File: config.mk
export PLATFORM = sky130hd
export DESIGN_NAME = reg_dump
export DESIGN_NICKNAME = d
export VERILOG_FILES = /design/src/rtl/reg_dump_pkg.sv /design/src/rtl/reg_dump.sv
export SDC_FILE = /design/constraint.sdc
export NUM_CORES = 1
export LEC_CHECK = 0
export BUFFER_PORTS_ARGS = -buffer_cell sky130_fd_sc_hd__buf_2
export CORE_MARGIN = 5
export CORE_UTILIZATION = 45
export CTS_CLUSTER_SIZE = 10
export DETAILED_ROUTE_END_ITERATION = 6
export PLACE_DENSITY = 0.82
export SLEW_MARGIN = 10
export SYNTH_ARGS = -nofsm -noshare
export SYNTH_HDL_FRONTEND = slang
export SYNTH_SLANG_ARGS = --single-unit
File: constraint.sdc
create_clock -name clk -period 1.5 [get_ports clk]
set_input_delay 0.3 -clock clk [delete_from_list [all_inputs] [get_ports clk]]
set_output_delay 0.3 -clock clk [all_outputs]
set_load 0.05 [all_outputs]
File: src/rtl/reg_dump_pkg.sv
// reg_dump_pkg: shared state encoding and last-index helper for the register dump unit.
package reg_dump_pkg;
  typedef enum logic [2:0] {IDLE = 3'd0, LOAD = 3'd1, SEND = 3'd2, CSUM = 3'd3, DONE = 3'd4} state_t;
  function automatic int last_idx(input int r_size);
    return (1 << r_size) - 1;
  endfunction
endpackage

File: src/rtl/reg_dump.sv
// reg_dump: walks every GPR over the async read port and streams each value out on valid/ready.
// Optional REG_DUMP_CHECKSUM_EN appends a mod-2^N sum of the dumped words as a final stream word.
module reg_dump
  import reg_dump_pkg::*;
#(
  parameter int N      = 8,
  parameter int R_SIZE = 3
) (
  input  logic              clk,
  input  logic              reset,
  input  logic              startIn,
  output logic [R_SIZE-1:0] regAddressOut,
  input  logic [N-1:0]      regDataIn,
  output logic [N-1:0]      txDataOut,
  output logic              txValidOut,
  input  logic              txReadyIn,
  output logic              busyOut,
  output logic              doneOut
);
  localparam logic [R_SIZE-1:0] LAST = R_SIZE'(last_idx(R_SIZE));
  state_t            r_state, w_next;
  logic [R_SIZE-1:0] r_index;
  logic [N-1:0]      r_tx_data;
  logic              r_tx_valid;
  logic              w_accept, w_last;
  assign w_accept      = r_tx_valid && txReadyIn;
  assign w_last        = r_index == LAST;
  assign regAddressOut = r_index;
  assign txDataOut     = r_tx_data;
  assign txValidOut    = r_tx_valid;
  assign busyOut       = r_state != IDLE;
  assign doneOut       = r_state == DONE;
  always_ff @(posedge clk)
    r_state <= reset ? IDLE : w_next;
  always_comb begin
    w_next = r_state;
    case (r_state)
      IDLE: w_next = startIn ? LOAD : IDLE;
      LOAD: w_next = SEND;
`ifdef REG_DUMP_CHECKSUM_EN
      SEND: w_next = !w_accept ? SEND : w_last ? CSUM : LOAD;
      CSUM: w_next = w_accept ? DONE : CSUM;
`else
      SEND: w_next = !w_accept ? SEND : w_last ? DONE : LOAD;
`endif
      default: w_next = IDLE;
    endcase
  end
`ifdef REG_DUMP_CHECKSUM_EN
  logic [N-1:0] r_acc;
  always_ff @(posedge clk) begin
    if (reset || r_state == IDLE) r_acc <= '0;
    else if (r_state == LOAD) r_acc <= r_acc + regDataIn;
  end
`endif
  always_ff @(posedge clk) begin
    if (reset) begin
      r_index    <= '0;
      r_tx_data  <= '0;
      r_tx_valid <= 1'b0;
    end else begin
      if (r_state == IDLE) r_index <= '0;
      if (r_state == LOAD) begin
        r_tx_data  <= regDataIn;
        r_tx_valid <= 1'b1;
      end
      if (r_state == SEND && w_accept) begin
        r_tx_valid <= 1'b0;
        if (!w_last) r_index <= r_index + 1'b1;
      end
`ifdef REG_DUMP_CHECKSUM_EN
      // First CSUM cycle loads the sum, later cycles wait for the handshake like SEND.
      if (r_state == CSUM && !r_tx_valid) begin
        r_tx_data  <= r_acc;
        r_tx_valid <= 1'b1;
      end else if (r_state == CSUM && w_accept) r_tx_valid <= 1'b0;
`endif
    end
  end
endmodule

## Word level (Yosys, flattened, before mapping)

Cells that the tools add are included.
Widths: inputs -> output; s select.

- Bits of input ports: 12
- Word-level logic and storage cells: 21
- Register bits: 15
- Output and inout port bits: 14

- Reduce and logical (&&, ||, !) cells: 5
- Mux-type cells: 7
- Equal/unequal tests: 4
- Add/sub/neg operators: 1

Operators by type and width:

| cell | count |
|---|---|
| $mux 3 | 5 |
| $pmux 3 s3 | 1 |
| $eq 3x3->1 const B | 2 |
| $add 3x1->3 const B | 1 |
| $eq 3x1->1 const B | 1 |
| $eq 3x2->1 const B | 1 |
| $logic_not 3->1 | 1 |
| $reduce_bool 3->1 | 1 |
| $logic_and 1x1->1 | 2 |
| $reduce_or 2->1 | 1 |
| $mux 1 | 1 |

## Longest topological paths before layout

- Depth in word-level cells: 4
- Gate-level depth with buffers: 5
- Gate-level depth less buffers: 5

## Worst setup path after synthesis

OpenSTA, ideal clock, no wires.

- Path type: flip-flop to output port
- Start point: reg r_state[1]
- End point: out doneOut
- Data required time: 1,200 ps
- Arrival: 1,559 ps
- Stages on the path, launching flop included: 3
- Path buffers: 1
- Path slack: -359 ps
- Cells stage by stage: dfxtp_1 -> buf_6 -> nor3b_1

- Cells in the longest elaborated chain, start to end: 1

RTL lines:

| what | line | RTL |
|---|---|---|
| from (decl) | reg_dump.sv:21 | `state_t r_state, w_next;` |
| from (signal assigned) | reg_dump.sv:34 | `r_state <= reset ? IDLE : w_next;` |
| $eq 3x3->1 | reg_dump.sv:32 | `assign doneOut = r_state == DONE;` |
| to (decl) | reg_dump.sv:18 | `output logic doneOut` |

Every way passes these cells.

## Worst setup path after layout

- Start point: reg r_state[0]
- End point: out busyOut

- Cells in the longest elaborated chain, start to end: 1

RTL lines:

| what | line | RTL |
|---|---|---|
| $reduce_bool 3->1 | reg_dump.sv:31 | `assign busyOut = r_state != IDLE;` |
| to (decl) | reg_dump.sv:17 | `output logic busyOut,` |

Every way passes these cells.

==> metrics.csv <==
stage,metric,value,unit
timing,final-max-slew-violation-count,0,
placement,globalplace.congestion,0.714,
setup_path,cp_max_fo,3,
route,via_per_inst,5.21,
floorplan,ios,26,
cts,cts_made_buffers,3,
setup_path,start_kind,flip-flop,
setup_path,cp-end-kind,output port,
global_route,antenna_found_initial,0,
floorplan,dieHeight,47.7,um
logic_synthesis,synth_compound_area_frac,0.0745,
run_status,status,completed,
cts,clock_latency,0.29,ns
logic_synthesis,ys_warn_count,0,
cts,cts.sinks,15,
cts,cts_tree,yes,
finish,nNetsFinal,108,
route,drc_errors,0,
timing,hold_slack,0.248,ns
timing,period_share,0.997,
setup_path,critPathBufInv,1,
timing,fin_ws,0.00400,ns
logic_synthesis,syn-cell-area,638,um2
floorplan,start_util,0.484,
logic_synthesis,synth.area.mux_share,0.149,
global_route,grt_max_degree,13,
timing,worst_pin_slew,0.254,ns
global_route,grt-ovfl-total,0,
floorplan,die_width,47.7,um
setup_path,cpPeakStageDelay,0.40,ns
setup_path,r2r_start,regAddressOut[0]$_SDFF_PP0_,
timing,final.setup.tns,0,ns
route,antenna_left,0,
placement,placed_area,785,um2
worst_hold_path,hp-start,regDataIn[1],
cts,cts.clk_slew.worst_paths,0.09,ns
logic_synthesis,synth_top_family_by_area,simple AND/OR/NAND/NOR gates,
setup_path,crit_path_top_delay_cell,or3_4,
logic_synthesis,syn_inst,59,
run,cap_violations,0,
finish,drive_gt1_frac,0.527,
setup_path,crit_chain,or3_4 > buf_8,
setup_path,worst-endpoint-required,1.20,ns
logic_synthesis,synth-seq-cells,15,
pwr,ir_drop,614,uV
placement,port_buffers,25,
timing,rsz0062_at_grt,true,
logic_synthesis,synth_xor_area_frac,0,
route,via_count,563,
setup_path,cp-startpoint,r_state[0]$_SDFF_PP0_,
pwr,leakagePower,0.450,nW
cts,hold_buffers,0,
logic_synthesis,synth.avg_cell_area,10.8,um2
route,wl,1460,um
cts,clk_path_buf_depth,2,
logic_synthesis,synth-seq-area-share,0.471,
route,dr.first_iter.drc_count,4,
timing,finClkSkew,0.00651,ns
logic_synthesis,synth_adder_area_share,0.0392,
setup_path,worstSetupPathType,flip-flop to output port,
cts,cts-htree-levels,1,
global_route,grtUsageTotal,0.157,
logic_synthesis,synthSimpleGateAreaFrac,0.229,
global_route,grt_pass1_wl,2410,um
logic_synthesis,syn_nets,73,
setup_path,cp.arrival,1.20,ns
placement,dp_hpwl,1040,um
finish,antenna_cells,0,
route,route.detailed.wl_per_inst,13.5,um
timing,fmax,668,MHz
timing,slew-limit-headroom,0.830,
cts,cts-root-buf,clkbuf_4,
floorplan,num_rows,13,
finish,n_fill_cell,105,
setup_path,path_delay_family,simple AND/OR/NAND/NOR gates,
logic_synthesis,ys_types,24,
timing,fin_crit,1.50,ns
floorplan,dieArea,2270,um2
global_route,grt_pass1_vias,568,
floorplan,core-area,1320,um2
placement,place_ws,0.0485,ns
finish,fin_area,897,um2
timing,setup-violations-final,0,
route,firstDrtPassIters,4,
pwr,power_density,954,nW/um2
timing,timing.final.hold_violations,0,
worst_hold_path,hp-class,input pin to flip-flop,
finish,areaGrowthSynthToFinish,40.6,%
-- worst register-to-register path: stages, from the launching register on --
cell and delay (ns):
dfxtp_2 0.35, ha_1 0.20, ha_1 0.19, nor2b_2 0.15
nand2_2 0.12, mux2_4 0.31
-- cell usage after synthesis, drive strengths merged --
cell	count	area, um2
o21ai	1	5.00
a21oi	1	5.00
nand2b	2	12.5
ha	2	25.0
or3	1	11.3
and4bb	1	12.5
clkbuf	1	3.75
dfxtp	15	300
and4	3	26.3
inv	1	3.75
nand2	2	10.0
a41o	2	20.0
nor2b	1	6.26
nand3b	1	7.51
mux2	1	15.0
mux2i	8	80.1
nor2	9	33.8
a2111oi	1	10.0
nor3b	2	15.0
buf	2	16.3
and3	1	11.3
a211oi	1	7.51
-- state kept, by name (all words and copies together) (netlist names) --
signal         cells
regAddressOut      3
txValidOut         1
txDataOut          8
r_state            3
-- worst paths after layout --
kind	end	slack (ns)	cells past startpoint
max	busyOut	0.004	2
min	txDataOut[1]$_SDFFE_PP0N_	0.25	3
max reg2reg	regAddressOut[0]$_SDFF_PP0_	0.08	5
min reg2reg	txDataOut[0]$_SDFFE_PP0N_	0.49	2
-- repair_timing --
item                       4_1_cts  5_1_grt
setup buffers                    5        1
setup endpoints to repair        1        4
pin swaps                        1        1
gates resized for setup          7        6
-- per-layer routing --
layer  routed length [um]  share of wire  up-vias  global-route usage
met3                   73          0.050        5              0.0338
met5                    0              0        -                   0
met2                  728           0.50       16               0.259
met1                  602           0.41      261               0.179
li1                     -              -      281                   -
met4                   52          0.036        0               0.113
-- cell type report --
type                    count  area, um2  area share
flip-flops and latches     15        312       0.347
inverters                   1       3.75     0.00418
clock buffers               4       26.3      0.0293
multi-input cells          40        339       0.378
repair buffers             33        198       0.220
well taps                  15       18.8      0.0209
-- kinds of logic (layout without fill, tap and decap cells) --
group           Yosys count  after routing
compound gates            6              6
fa+ha+maj                 2              2
buf+inv                   4             38
flops                    15             15
mux                       9              9
simple gates             23             23
-- through the flow --
stage	total power [mW]	instances	util
6_report	0.856	108	0.681
5_1_grt	0.899	108	0.681
4_1_cts	0.850	107	0.657
3_5_place_dp	0.599	98	0.595
3_3_place_gp	0.596	98	0.595
2_1_floorplan	0.558	59	-
-- cell usage in the layout (no fill, tap or decap), types with 2 or more instances in the layout --
cell type	count
buf_2	23
dfxtp_1	10
mux2i_1	8
nor2_1	9
dfxtp_4	2
and4_1	3
ha_1	2
clkbuf_4	3
buf_4	9
dfxtp_2	3
nand2b_1	2
a41o_1	2
-- where the power goes --
| group | leakage (nW) | switching, mW | internal, mW |
|---|---|---|---|
| Combinational | 0.310 | 0.118 | 0.0808 |
| Clock | 0.0150 | 0.129 | 0.103 |
| Sequential | 0.125 | 0.0103 | 0.415 |
No activity file was read; power rests on OpenSTA's default activity.
